[config.mk]
export PLATFORM = sky130hd
export DESIGN_NAME = noc_switch_arbiter
export DESIGN_NICKNAME = d
export VERILOG_FILES = /design/src/rtl/noc_pkg.sv /design/src/rtl/rr_out_arbiter.sv /design/src/rtl/noc_switch_arbiter.sv
export SDC_FILE = /design/constraint.sdc
export NUM_CORES = 1
export LEC_CHECK = 0
export BUFFER_PORTS_ARGS = -buffer_cell sky130_fd_sc_hd__buf_4
export CORE_ASPECT_RATIO = 1.75
export CORE_MARGIN = 3
export CORE_UTILIZATION = 45
export CTS_CLUSTER_SIZE = 25
export DETAILED_ROUTE_END_ITERATION = 10
export GPL_TIMING_DRIVEN = 1
export PLACE_DENSITY = 0.68
export SLEW_MARGIN = 25
export SYNTH_ARGS = -nofsm -noshare
export SYNTH_HDL_FRONTEND = slang
export SYNTH_SLANG_ARGS = --single-unit
export TNS_END_PERCENT = 20
[constraint.sdc]
create_clock -name clk_i -period 5.2 [get_ports clk_i]
set_input_delay 0.78 -clock clk_i [delete_from_list [all_inputs] [get_ports clk_i]]
set_output_delay 0.78 -clock clk_i [all_outputs]
set_load 0.02 [all_outputs]
[src/rtl/noc_pkg.sv]
// Shared types and helpers for the 5-port mesh router switch allocator.
package noc_pkg;

   localparam int NUM_PORTS = 5;
   localparam int DIR_W     = 3;
   localparam int IDX_W     = 3;
   localparam int SUM_W     = IDX_W + 1;

   // Route direction codes; the output port index equals the code.
   // Members are spelled out so West does not collide with the DIR_W width constant.
   typedef enum logic [DIR_W-1:0] {
      DIR_NORTH = 3'd0,
      DIR_SOUTH = 3'd1,
      DIR_WEST  = 3'd2,
      DIR_EAST  = 3'd3,
      DIR_LOCAL = 3'd4
   } dir_e;

   // Per-output allocator states
   localparam logic [0:0] ST_IDLE   = 1'b0;
   localparam logic [0:0] ST_LOCKED = 1'b1;

   // Codes above Local (101, 110, 111) do not name a port
   function automatic logic is_legal_dir(input logic [DIR_W-1:0] dir);
      return (dir <= DIR_LOCAL);
   endfunction

   // Port index addition modulo NUM_PORTS; both operands are already below NUM_PORTS
   function automatic logic [IDX_W-1:0] wrap_add(input logic [IDX_W-1:0] base,
                                                 input logic [IDX_W-1:0] step);
      logic [SUM_W-1:0] sum;
      sum = {1'b0, base} + {1'b0, step};
      if (sum >= SUM_W'(NUM_PORTS)) begin
         sum = sum - SUM_W'(NUM_PORTS);
      end
      return sum[IDX_W-1:0];
   endfunction

endpackage

[src/rtl/rr_out_arbiter.sv]
// One output port's allocator: round-robin pick among candidate inputs, then
// hold the lock on the winner until its tail flit has been transferred.
module rr_out_arbiter
   import noc_pkg::*;
(
   input  logic                 clk,
   input  logic                 rst,
   input  logic [NUM_PORTS-1:0] cand,
   input  logic [NUM_PORTS-1:0] req_valid,
   input  logic [NUM_PORTS-1:0] req_tail,
   input  logic                 out_ready,
   output logic                 out_valid,
   output logic [IDX_W-1:0]     xbar_sel,
   output logic [NUM_PORTS-1:0] grant,
   output logic                 locked,
   output logic [IDX_W-1:0]     owner
);

   logic [0:0]       state_q;
   logic [IDX_W-1:0] owner_q;
   logic [IDX_W-1:0] rr_q;
   logic             pick_found;
   logic [IDX_W-1:0] pick_idx;
   logic             xfer;

   assign locked    = (state_q == ST_LOCKED);
   assign owner     = owner_q;
   assign out_valid = locked & req_valid[owner_q];
   assign xbar_sel  = locked ? owner_q : '0;
   assign xfer      = out_valid & out_ready;

   // First candidate found scanning cyclically upward from the round-robin pointer
   always_comb begin
      pick_found = 1'b0;
      pick_idx   = '0;
      for (int k = 0; k < NUM_PORTS; k++) begin
         if (!pick_found && cand[wrap_add(rr_q, IDX_W'(k))]) begin
            pick_found = 1'b1;
            pick_idx   = wrap_add(rr_q, IDX_W'(k));
         end
      end
   end

   // Pop the owner's buffer on every flit that actually crosses the switch
   always_comb begin
      grant = '0;
      if (xfer) begin
         grant[owner_q] = 1'b1;
      end
   end

   // Lock on a winner, release after the tail transfer and move priority past it
   always_ff @(posedge clk or posedge rst) begin
      if (rst) begin
         state_q <= ST_IDLE;
         owner_q <= '0;
         rr_q    <= '0;
      end else begin
         case (state_q)
            ST_IDLE: begin
               if (pick_found) begin
                  state_q <= ST_LOCKED;
                  owner_q <= pick_idx;
               end
            end
            ST_LOCKED: begin
               if (xfer && req_tail[owner_q]) begin
                  state_q <= ST_IDLE;
                  rr_q    <= wrap_add(owner_q, IDX_W'(1));
               end
            end
            default: state_q <= ST_IDLE;
         endcase
      end
   end

endmodule

[src/rtl/noc_switch_arbiter.sv]
// Switch allocator for the 5-port mesh router: builds each output's candidate
// set from the head-flit routes, runs one round-robin lock per output and
// merges the per-output grants into per-input pops.
module noc_switch_arbiter
   import noc_pkg::*;
(
   input  logic                       clk_i,
   input  logic                       rst_i,
   input  logic [NUM_PORTS-1:0]       req_valid_i,
   input  logic [NUM_PORTS-1:0]       req_head_i,
   input  logic [NUM_PORTS-1:0]       req_tail_i,
   input  logic [NUM_PORTS*DIR_W-1:0] req_dir_i,
   input  logic [NUM_PORTS-1:0]       out_ready_i,
   output logic [NUM_PORTS-1:0]       out_valid_o,
   output logic [NUM_PORTS*IDX_W-1:0] xbar_sel_o,
   output logic [NUM_PORTS-1:0]       grant_o,
   output logic                       route_err_o
);

   logic [NUM_PORTS-1:0] hdr_legal;
   logic [NUM_PORTS-1:0] hdr_illegal;
   logic [NUM_PORTS-1:0] owned;
   logic [NUM_PORTS-1:0] locked;
   logic [IDX_W-1:0]     owner    [NUM_PORTS];
   logic [NUM_PORTS-1:0] lock_map [NUM_PORTS];
   logic [NUM_PORTS-1:0] cand     [NUM_PORTS];
   logic [NUM_PORTS-1:0] grant_per[NUM_PORTS];

   // Classify each presented header as routable or carrying an illegal code
   always_comb begin
      for (int i = 0; i < NUM_PORTS; i++) begin
         hdr_legal[i]   = req_valid_i[i] & req_head_i[i] &  is_legal_dir(req_dir_i[DIR_W*i +: DIR_W]);
         hdr_illegal[i] = req_valid_i[i] & req_head_i[i] & ~is_legal_dir(req_dir_i[DIR_W*i +: DIR_W]);
      end
   end

   // Which outputs currently hold each input; an owned input may not bid elsewhere
   always_comb begin
      for (int i = 0; i < NUM_PORTS; i++) begin
         for (int o = 0; o < NUM_PORTS; o++) begin
            lock_map[i][o] = locked[o] & (owner[o] == IDX_W'(i));
         end
         owned[i] = |lock_map[i];
      end
   end

   // Candidate set per output: free, legal headers routed to that output
   always_comb begin
      for (int o = 0; o < NUM_PORTS; o++) begin
         for (int i = 0; i < NUM_PORTS; i++) begin
            cand[o][i] = hdr_legal[i] & ~owned[i] & (req_dir_i[DIR_W*i +: DIR_W] == DIR_W'(o));
         end
      end
   end

   // An input is locked by at most one output, so the OR never merges two grants
   always_comb begin
      grant_o = '0;
      for (int o = 0; o < NUM_PORTS; o++) begin
         grant_o = grant_o | grant_per[o];
      end
   end

   assign route_err_o = ~rst_i & (|hdr_illegal);

   for (genvar o = 0; o < NUM_PORTS; o++) begin : g_out
      rr_out_arbiter u_arb (
         .clk       (clk_i),
         .rst       (rst_i),
         .cand      (cand[o]),
         .req_valid (req_valid_i),
         .req_tail  (req_tail_i),
         .out_ready (out_ready_i[o]),
         .out_valid (out_valid_o[o]),
         .xbar_sel  (xbar_sel_o[IDX_W*o +: IDX_W]),
         .grant     (grant_per[o]),
         .locked    (locked[o]),
         .owner     (owner[o])
      );
   end

   for (genvar i = 0; i < NUM_PORTS; i++) begin : g_chk
      a_single_owner: assert property (@(posedge clk_i) disable iff (rst_i) $onehot0(lock_map[i]));
   end

endmodule

==> results of run 1 <==
==> registers in the layout, indices dropped and copies added (netlist names) <==
signal / flops
g_out.u_arb.rr_q: 15
g_out.u_arb.owner: 15
g_out.u_arb.locked: 5
==> through the flow <==
stage	util	hold slack [ns]	power, mW	instances
2_1_floorplan	-	0.632	4.28	1079
3_3_place_gp	0.498	0.710	5.37	1329
3_5_place_dp	0.498	0.722	5.40	1329
4_1_cts	0.506	0.613	5.72	1336
5_1_grt	0.506	0.652	6.29	1336
6_report	0.506	0.593	5.77	1336
==> area by class of cell <==
| type | count | area share |
|---|---|---|
| Clock buffer | 6 | 0.0160 |
| Multi-Input combinational cell | 931 | 0.763 |
| Clock inverter | 1 | 0.000576 |
| Timing Repair Buffer | 66 | 0.0570 |
| Sequential cell | 35 | 0.101 |
| Inverter | 70 | 0.0302 |
| Tap cell | 227 | 0.0327 |
==> cells in the final DEF (no fill, tap or decap), types with 11 or more instances in the layout <==
cell type,Yosys,final
o22ai_1,13,13
ha_1,75,75
nor2_1,112,112
xnor2_1,24,24
a31oi_1,18,18
mux2i_1,39,39
buf_4,7,66
and2_1,24,24
nor4_1,15,15
nor3b_1,11,11
dfrtp_1,35,35
inv_1,69,69
o31ai_1,11,11
a21o_1,12,12
nand3_1,42,42
nand3b_1,18,18
nand4_1,20,20
nor2b_1,17,17
a211oi_1,15,15
nor3_1,38,38
o21ai_0,59,59
nand2_1,80,80
mux2_2,12,12
nand2b_1,18,18
a21oi_1,62,62
==> power by group through the flow <==
stage / Combinational [mW] / Clock [mW] / Sequential, mW
global route: 5.11 / 0.324 / 0.855
CTS: 4.61 / 0.313 / 0.802
detailed placement: 4.59 / 0 / 0.807
finish: 4.65 / 0.312 / 0.809
floorplan: 3.74 / 0 / 0.536
global placement: 4.56 / 0 / 0.804
==> final timing paths <==
kind	start	to	slack [ns]
worst min-delay path	rst_i	g_out[1].u_arb.owner[1]	0.59
worst max-delay path	g_out[3].u_arb.rr_q[0]	g_out[3].u_arb.owner[1]	1.10
worst max register to register	g_out[3].u_arb.rr_q[0]	g_out[3].u_arb.owner[1]	1.10
min in group clk_i	g_out[3].u_arb.rr_q[2]	g_out[3].u_arb.rr_q[2]	0.72
max in group asynchronous	rst_i	g_out[3].u_arb.owner[1]	3.83
worst min register to register	g_out[3].u_arb.rr_q[2]	g_out[3].u_arb.rr_q[2]	0.72
==> metal layers <==
| layer | part of all wire | global-route usage |
|---|---|---|
| met1 | 0.37 | 0.295 |
| met2 | 0.51 | 0.481 |
| met4 | 0.055 | 0.146 |
| met5 | 0 | 0 |
| met3 | 0.061 | 0.0322 |
==> logic make-up (layout without fill, tap and decap cells) <==
| kind of cell | after synthesis | count (layout) | synth area share |
|---|---|---|---|
| DFF | 35 | 35 | 0.110 |
| AOI/OAI and AO/OA | 294 | 294 | 0.253 |
| xor gates and xnor gates | 27 | 27 | 0.0306 |
| and+or+nand+nor | 469 | 469 | 0.324 |
| buffers and inverters | 113 | 143 | 0.0597 |
| adders and majority gates | 80 | 80 | 0.130 |
| muxes | 61 | 61 | 0.0931 |
==> flow_metrics.env, run 1 <==
export IMPL_period_needed_ns=4.10
export IMPL_hp_class="in -> async"
export IMPL_async_flop_share=1.00
export IMPL_clkSlewWorstSetupHoldPaths_ns=0.06
export IMPL_h_tree_depth=2
export IMPL_power_switching_share=0.580
export IMPL_finalClockSkew_ns=0.00729
export IMPL_drt_iter0_drc=692
export IMPL_reg2regPathDepth=12
export IMPL_cts_setup_buffers=0
export IMPL_fillers=1759
export IMPL_setup_tns_ns=0
export IMPL_switchingPower_mw=3.35
export IMPL_max_freq_ghz=0.244
export IMPL_cp_end_kind="register"
export IMPL_post_cts_resize_count=0
export IMPL_area_growth_pct=8.88
export IMPL_multiInputGateArea_um2=6630
export IMPL_crit_chain="inv_1 > ha_1 > inv_1 > fa_1 > o21a_1 > nor2_1 > mux2_2 > a211oi_1 > and3_1 > nand2_1 > nor4b_1 > a211oi_1"
export IMPL_worst_setup_path_type="reg -> reg"
export IMPL_max_stage_delay_ns=0.59
export IMPL_pre_cts_ws_ns=1.20
export IMPL_drive_gt1_frac=0.119
export IMPL_cts_root_buf="clkbuf_16"
export IMPL_initial_utilization=0.465
export IMPL_p_leak_nw=3.64
export IMPL_p_int_mw=2.42
export IMPL_p_per_area_nw_per_um2=664
export IMPL_yosysTopAreaCellShare=0.117
export IMPL_die_area_um2=19400
export IMPL_drt_pass1_iter_count=5
export IMPL_routed_wl_um=26400
export IMPL_fp_dieW_um=107
export IMPL_grt_pass1_vias=8435
export IMPL_setup_viol=0
export IMPL_max_slew_margin_rel=0.352
export IMPL_yosysMostFrequentCell="nor2_1"
export IMPL_crit_fanout=19
export IMPL_ys_types=99
export IMPL_status="finished clean"
export IMPL_dpl_hpwl_um=21500
export IMPL_drc_errors=0
export IMPL_cp_required_ns=5.35
export IMPL_track_usage=0.265
export IMPL_yosysSeqAreaShare=0.110
export IMPL_synth_seq_cells=35
export IMPL_finalNetCount=1226
export IMPL_worst_slack_ns=1.10
export IMPL_pin_count=63
export IMPL_antenna_found_initial=0
export IMPL_core_um2=17200
export IMPL_cap_violations=0
export IMPL_viasPerCell=6.40
export IMPL_regArea_um2=876
export IMPL_slew_violations=0
export IMPL_pwr_share_clk=0.054
export IMPL_rsz0062_at_grt="false"
export IMPL_seq_power_share=0.140
export IMPL_finalCritPeriodShare=0.789
export IMPL_routedWlPerCell_um=19.7
export IMPL_grt_start_max_net_pins=22
export IMPL_cts_buffer_depth=2
export IMPL_clock_latency_ns=0.29
export IMPL_synth_warnings=0
export IMPL_hold_viol_final=0
export IMPL_die_y_um=182
export IMPL_crit_cells=12
export IMPL_grt_overflow_total=0
export IMPL_fin_area_um2=8700
export IMPL_row_count=63
export IMPL_n_antenna_cell=0
export IMPL_gp_congestion=1.00
export IMPL_tightest_slew_ns=0.966
export IMPL_synth_cell_area_um2=7990
export IMPL_arrival_ns=4.26
export IMPL_crit_family="simple AND/OR/NAND/NOR gates"
export IMPL_synth_commonest_cells="nor2_1 (112), nand2_1 (80), ha_1 (75)"
export IMPL_cpMaxStageDelayCell="dfrtp_1"
export IMPL_worst_path_buf_inv=2
export IMPL_synth_edf_count=0
export IMPL_cp_start_kind="register"
export IMPL_numClockSinks=35
export IMPL_synth_area_per_cell_um2=7.40
export IMPL_combPwrFrac=0.806
export IMPL_syn_inst=1079
export IMPL_synth_ff_type="dfrtp_1"
export IMPL_dr_total_vias=8553
export IMPL_grt_pass1_wl_um=41800
export IMPL_synth_area_leaders="ha_1 (12%), dfrtp_1 (11%), nor2_1 (5.3%)"
export IMPL_port_buffers=62
export IMPL_tritoncts="built"
export IMPL_ctsHoldBuffers=0
export IMPL_placed_area_um2=8550
export IMPL_vdd_drop_max_mv=0.360
export IMPL_yosysTopAreaCell="ha_1"
export IMPL_postRouteAntennaNets=0
export IMPL_synthesis_nets=1196
export IMPL_cts_buffers=5
Power figures use the tool's default switching activity.
==> inputs of run 2 (changes only) <==
==> constraint.sdc (replaced) <==
create_clock -name clk_i -period 4.2 [get_ports clk_i]
set_input_delay 0.63 -clock clk_i [delete_from_list [all_inputs] [get_ports clk_i]]
set_output_delay 0.63 -clock clk_i [all_outputs]
set_load 0.02 [all_outputs]
==> run 2 against run 1 <==
Net effect: routed wire length up 2.9%; largest cell class unchanged; first-iteration DRC count down 3.3%; final cell count rose by 1.5%; core utilization is 1.0 points higher; register-to-register slack worse by 0.62 ns; sequential cell count unchanged; critical path type unchanged; sequential power grew 3.5%; die area unchanged.
==> flow_metrics.env, run 2 (same netlist as run 1, synthesis figures left out) <==
export IMPL_initial_utilization=0.465
export IMPL_final_cell_mix="nor2_1 (112), buf_4 (85), nand2_1 (80)"
export IMPL_numClockSinks=35
export IMPL_h_tree_depth=2
export IMPL_drt_pass1_iter_count=5
export IMPL_p_per_area_nw_per_um2=834
export IMPL_crit_fanout=12
export IMPL_reg2regPathDepth=11
export IMPL_cts_setup_buffers=0
export IMPL_postRouteAntennaNets=0
export IMPL_fillers=1784
export IMPL_grt_pass1_wl_um=43100
export IMPL_cts_buffers=5
export IMPL_clkSlewWorstSetupHoldPaths_ns=0.06
export IMPL_slew_violations=0
export IMPL_max_freq_ghz=0.269
export IMPL_rsz0062_at_grt="false"
export IMPL_hold_viol_final=0
export IMPL_drive_gt1_frac=0.135
export IMPL_dpl_hpwl_um=21800
export IMPL_tritoncts="built"
export IMPL_finalClockSkew_ns=0.00996
export IMPL_vdd_drop_max_mv=0.580
export IMPL_cts_buffer_depth=2
export IMPL_grt_overflow_total=0
export IMPL_arrival_ns=3.87
export IMPL_dr_total_vias=8644
export IMPL_placed_cells=1348
export IMPL_viasPerCell=6.37
export IMPL_cp_end_kind="register"
export IMPL_gp_congestion=0.980
export IMPL_crit_family="simple AND/OR/NAND/NOR gates"
export IMPL_regArea_um2=876
export IMPL_die_area_um2=19400
export IMPL_post_cts_resize_count=0
export IMPL_die_y_um=182
export IMPL_cts_root_buf="clkbuf_16"
export IMPL_grt_pass1_vias=8527
export IMPL_antenna_found_initial=0
export IMPL_stdcell_count=1356
export IMPL_drt_iter0_drc=669
export IMPL_grt_start_max_net_pins=22
export IMPL_setup_tns_ns=0
export IMPL_routed_wl_um=27100
export IMPL_p_leak_nw=3.75
export IMPL_tightest_slew_ns=0.915
export IMPL_status="finished clean"
export IMPL_ctsHoldBuffers=0
export IMPL_area_growth_pct=11.0
export IMPL_worst_setup_path_type="reg -> reg"
export IMPL_fp_dieW_um=107
export IMPL_period_needed_ns=3.72
export IMPL_n_antenna_cell=0
export IMPL_routedWlPerCell_um=20.0
export IMPL_final_util=0.516
export IMPL_port_buffers=62
export IMPL_max_slew_margin_rel=0.386
export IMPL_worst_path_buf_inv=1
export IMPL_row_count=63
export IMPL_drc_errors=0
export IMPL_cp_start_kind="register"
export IMPL_finalNetCount=1245
export IMPL_holdWs_ns=0.450
export IMPL_cpMaxStageDelayCell="nor4b_2"
export IMPL_setup_viol=0
export IMPL_track_usage=0.274
export IMPL_crit_chain="inv_1 > ha_1 > nand3b_1 > and4_1 > nand4b_1 > mux2_2 > a2bb2oi_1 > nor4b_2 > nand2_1 > nor4b_1 > a211oi_1"
export IMPL_final_common_cell="nor2_1"
export IMPL_pin_count=63
export IMPL_finalCritPeriodShare=0.886
export IMPL_crit_cells=11
export IMPL_cp_required_ns=4.35
export IMPL_max_stage_delay_ns=0.59
export IMPL_hp_class="in -> async"
export IMPL_multiInputGateArea_um2=6630
export IMPL_cap_violations=0
export IMPL_clock_latency_ns=0.29
export IMPL_core_um2=17200
[run 2: cell count changes in the layout (fill, tap and decap cells not counted)]
| cell | before | now |
|---|---|---|
| bufinv_16 | 0 | 1 |
| buf_4 | 66 | 85 |
[run 2: area by class of cell]
type,instances,area share
Clock buffer,6,0.0157
Clock inverter,2,0.00395
Inverter,70,0.0296
Multi-Input combinational cell,931,0.748
Sequential cell,35,0.0988
Tap cell,227,0.0320
Timing Repair Buffer,85,0.0720
[run 2: power by group]
| group | internal (mW) | switching (mW) |
|---|---|---|
| sequential | 0.481 | 0.356 |
| clock | 0.296 | 0.162 |
| combinational | 2.40 | 3.71 |
[run 2: worst register-to-register path, stage by stage (launching register included)]
cell       delay (ns)
dfrtp_1          0.54
inv_1            0.31
ha_1             0.21
nand3b_1         0.16
and4_1           0.31
nand4b_1         0.28
mux2_2           0.24
a2bb2oi_1        0.25
nor4b_2          0.59
nand2_1          0.23
nor4b_1          0.37
a211oi_1         0.09
[run 2: metal layers]
| metal | share of wire | track usage |
|---|---|---|
| met2 | 0.51 | 0.497 |
| met5 | 0 | 0 |
| met4 | 0.050 | 0.127 |
| met3 | 0.064 | 0.0350 |
| met1 | 0.38 | 0.314 |
[run 2: stage by stage]
| stage | area, um2 | total power, mW | setup WS, ns |
|---|---|---|---|
| after global routing | 8870 | 8.04 | 0.215 |
| after floorplan | 7990 | 5.30 | 0.724 |
| final | 8870 | 7.40 | 0.480 |
| after CTS | 8870 | 7.30 | 0.551 |
| after detailed placement | 8690 | 6.81 | 0.587 |
| after global placement | 8690 | 6.77 | 0.575 |
[run 2: worst paths after layout]
path                                         start                 endpoint  slack (ns)
setup / recovery           g_out[2].u_arb.owner[0]  g_out[3].u_arb.owner[1]        0.48
hold / removal                               rst_i    g_out[2].u_arb.locked        0.45
setup reg to reg           g_out[2].u_arb.owner[0]  g_out[3].u_arb.owner[1]        0.48
hold reg to reg            g_out[0].u_arb.owner[1]  g_out[0].u_arb.owner[1]        0.64
max in group asynchronous                    rst_i   g_out[3].u_arb.rr_q[1]        2.94
min in group clk_i         g_out[0].u_arb.owner[1]  g_out[0].u_arb.owner[1]        0.64
==> inputs of run 3 (changes only) <==
--- a/config.mk
+++ b/config.mk
@@ -8,11 +8,11 @@
 export BUFFER_PORTS_ARGS = -buffer_cell sky130_fd_sc_hd__buf_4
 export CORE_ASPECT_RATIO = 1.75
 export CORE_MARGIN = 3
-export CORE_UTILIZATION = 45
+export CORE_UTILIZATION = 34
 export CTS_CLUSTER_SIZE = 25
 export DETAILED_ROUTE_END_ITERATION = 10
 export GPL_TIMING_DRIVEN = 1
-export PLACE_DENSITY = 0.68
+export PLACE_DENSITY = 0.55
 export SLEW_MARGIN = 25
 export SYNTH_ARGS = -nofsm -noshare
 export SYNTH_HDL_FRONTEND = slang
==> run 3 against run 2 <==
Net effect: first-iteration DRC count decreased by 9.1%; non-clock buffer count is 2 higher; clock-buffer cell count unchanged; die area increased by 31%; sequential cell count stayed put; global-route usage shrank 4.5 points; sequential power decreased by 3.1%; critical path depth rose by 2; worst hold slack improved by 0.048 ns; power grew 1.4%; largest cell class unchanged.
==> flow_metrics.env, run 3 (same netlist as run 1, synthesis figures left out) <==
export IMPL_post_cts_resize_count=0
export IMPL_routedWlPerCell_um=20.6
export IMPL_finalCritPeriodShare=0.930
export IMPL_max_slew_margin_rel=0.338
export IMPL_area_growth_pct=12.6
export IMPL_dr_total_vias=8562
export IMPL_cts_setup_buffers=0
export IMPL_tightest_slew_ns=0.986
export IMPL_arrival_ns=4.05
export IMPL_grt_overflow_total=0
export IMPL_cp_required_ns=4.35
export IMPL_grt_pass1_wl_um=45800
export IMPL_postRouteAntennaNets=0
export IMPL_p_per_area_nw_per_um2=834
export IMPL_pin_count=63
export IMPL_drt_pass1_iter_count=5
export IMPL_ctsHoldBuffers=0
export IMPL_initial_utilization=0.348
export IMPL_cts_buffers=5
export IMPL_grt_pass1_vias=8489
export IMPL_rrSetupSlack_ns=0.29
export IMPL_fp_dieW_um=122
export IMPL_numClockSinks=35
export IMPL_n_antenna_cell=0
export IMPL_port_buffers=62
export IMPL_slew_violations=0
export IMPL_core_um2=22900
export IMPL_drt_iter0_drc=608
export IMPL_vdd_drop_max_mv=0.418
export IMPL_cap_violations=0
export IMPL_crit_fanout=8
export IMPL_hp_class="in -> async"
export IMPL_setup_tns_ns=0
export IMPL_clkSlewWorstSetupHoldPaths_ns=0.07
export IMPL_antenna_found_initial=0
export IMPL_r2r_end="g_out[1].u_arb.owner[0]"
export IMPL_max_freq_ghz=0.256
export IMPL_cp_start_kind="register"
export IMPL_clock_latency_ns=0.30
export IMPL_cts_root_buf="clkbuf_16"
export IMPL_drc_errors=0
export IMPL_drive_gt1_frac=0.135
export IMPL_die_area_um2=25400
export IMPL_dpl_hpwl_um=24200
export IMPL_die_y_um=209
export IMPL_status="finished clean"
export IMPL_cp_end_kind="register"
export IMPL_holdWs_ns=0.498
export IMPL_worst_setup_path_type="reg -> reg"
export IMPL_finalNetCount=1247
export IMPL_tritoncts="built"
export IMPL_p_leak_nw=3.76
export IMPL_period_needed_ns=3.91
export IMPL_track_usage=0.229
export IMPL_pre_cts_ws_ns=0.404
export IMPL_setup_viol=0
export IMPL_worst_slack_ns=0.295
export IMPL_cts_buffer_depth=2
export IMPL_gp_congestion=0.954
export IMPL_final_cell_mix="nor2_1 (112), buf_4 (87), nand2_1 (80)"
export IMPL_final_common_cell="nor2_1"
export IMPL_finalClockSkew_ns=0.0145
export IMPL_reg2reg_from="g_out[1].u_arb.rr_q[0]"
export IMPL_h_tree_depth=2
export IMPL_rsz0062_at_grt="false"
export IMPL_hold_viol_final=0
export IMPL_reg2regPathDepth=13
export IMPL_grt_start_max_net_pins=36
export IMPL_row_count=73
export IMPL_routed_wl_um=29400
export IMPL_viasPerCell=5.98
==> run 3: cell count changes in the layout (fill, tap and decap cells not counted), sizes merged <==
cell,before,now
bufinv,1,2
clkinv,1,0
buf,85,87
==> run 3: worst max-delay path by stage <==
| stage | startpoint | end | slack [ns] | cells after the start |
|---|---|---|---|---|
| finish | g_out[1].u_arb.rr_q[0] | g_out[1].u_arb.owner[0] | 0.29 | 13 |
| global route | g_out[1].u_arb.rr_q[0] | g_out[1].u_arb.owner[0] | 0.06 | 13 |
| CTS | g_out[1].u_arb.rr_q[0] | g_out[1].u_arb.owner[0] | 0.38 | 13 |
| detailed placement | g_out[1].u_arb.rr_q[0] | g_out[1].u_arb.owner[0] | 0.40 | 13 |
| global placement | g_out[1].u_arb.rr_q[0] | g_out[1].u_arb.owner[0] | 0.34 | 13 |
| floorplan | g_out[1].u_arb.rr_q[0] | g_out[1].u_arb.owner[1] | 0.72 | 13 |
==> run 3: power breakdown <==
group / switching (mW) / total (mW) / internal [mW]
Combinational: 3.77 / 6.18 / 2.41
Clock: 0.170 / 0.511 / 0.341
Sequential: 0.329 / 0.811 / 0.482
Total: 4.26 / 7.50 / 3.24
==> run 3: layer usage <==
layer,up-vias,share of wire,track usage
li1,4110,-,-
met1,4052,0.36,0.244
met2,295,0.53,0.425
met3,105,0.039,0.0195
met4,0,0.064,0.140
met5,-,0,0
==> run 3: stage by stage <==
stage,area [um2],power (mW),util,std cells
2_1_floorplan,7990,5.30,-,1079
3_3_place_gp,8800,6.89,0.384,1423
3_5_place_dp,8800,6.92,0.384,1423
4_1_cts,8990,7.46,0.392,1431
5_1_grt,8990,8.16,0.392,1431
6_report,8990,7.50,0.392,1431
==> run 3: critical path: stages (launching register included) <==
cell       delay (ns)
dfrtp_1          0.37
inv_1            0.24
ha_1             0.20
inv_1            0.05
fa_1             0.41
a21oi_1          0.38
nand3_1          0.23
a2111oi_0        0.75
a31oi_1          0.19
and2_1           0.26
a311o_1          0.32
nand4_1          0.10
o211a_1          0.17
o22ai_1          0.08
==> run 3: final cells by class <==
cell class / count / area, um2
fillers: 2408 / 13900
well taps: 300 / 375
clock inverters: 2 / 60.1
flip-flops and latches: 35 / 876
multi-input cells: 931 / 6630
repair buffers: 87 / 653
clock buffers: 6 / 129
inverters: 70 / 263
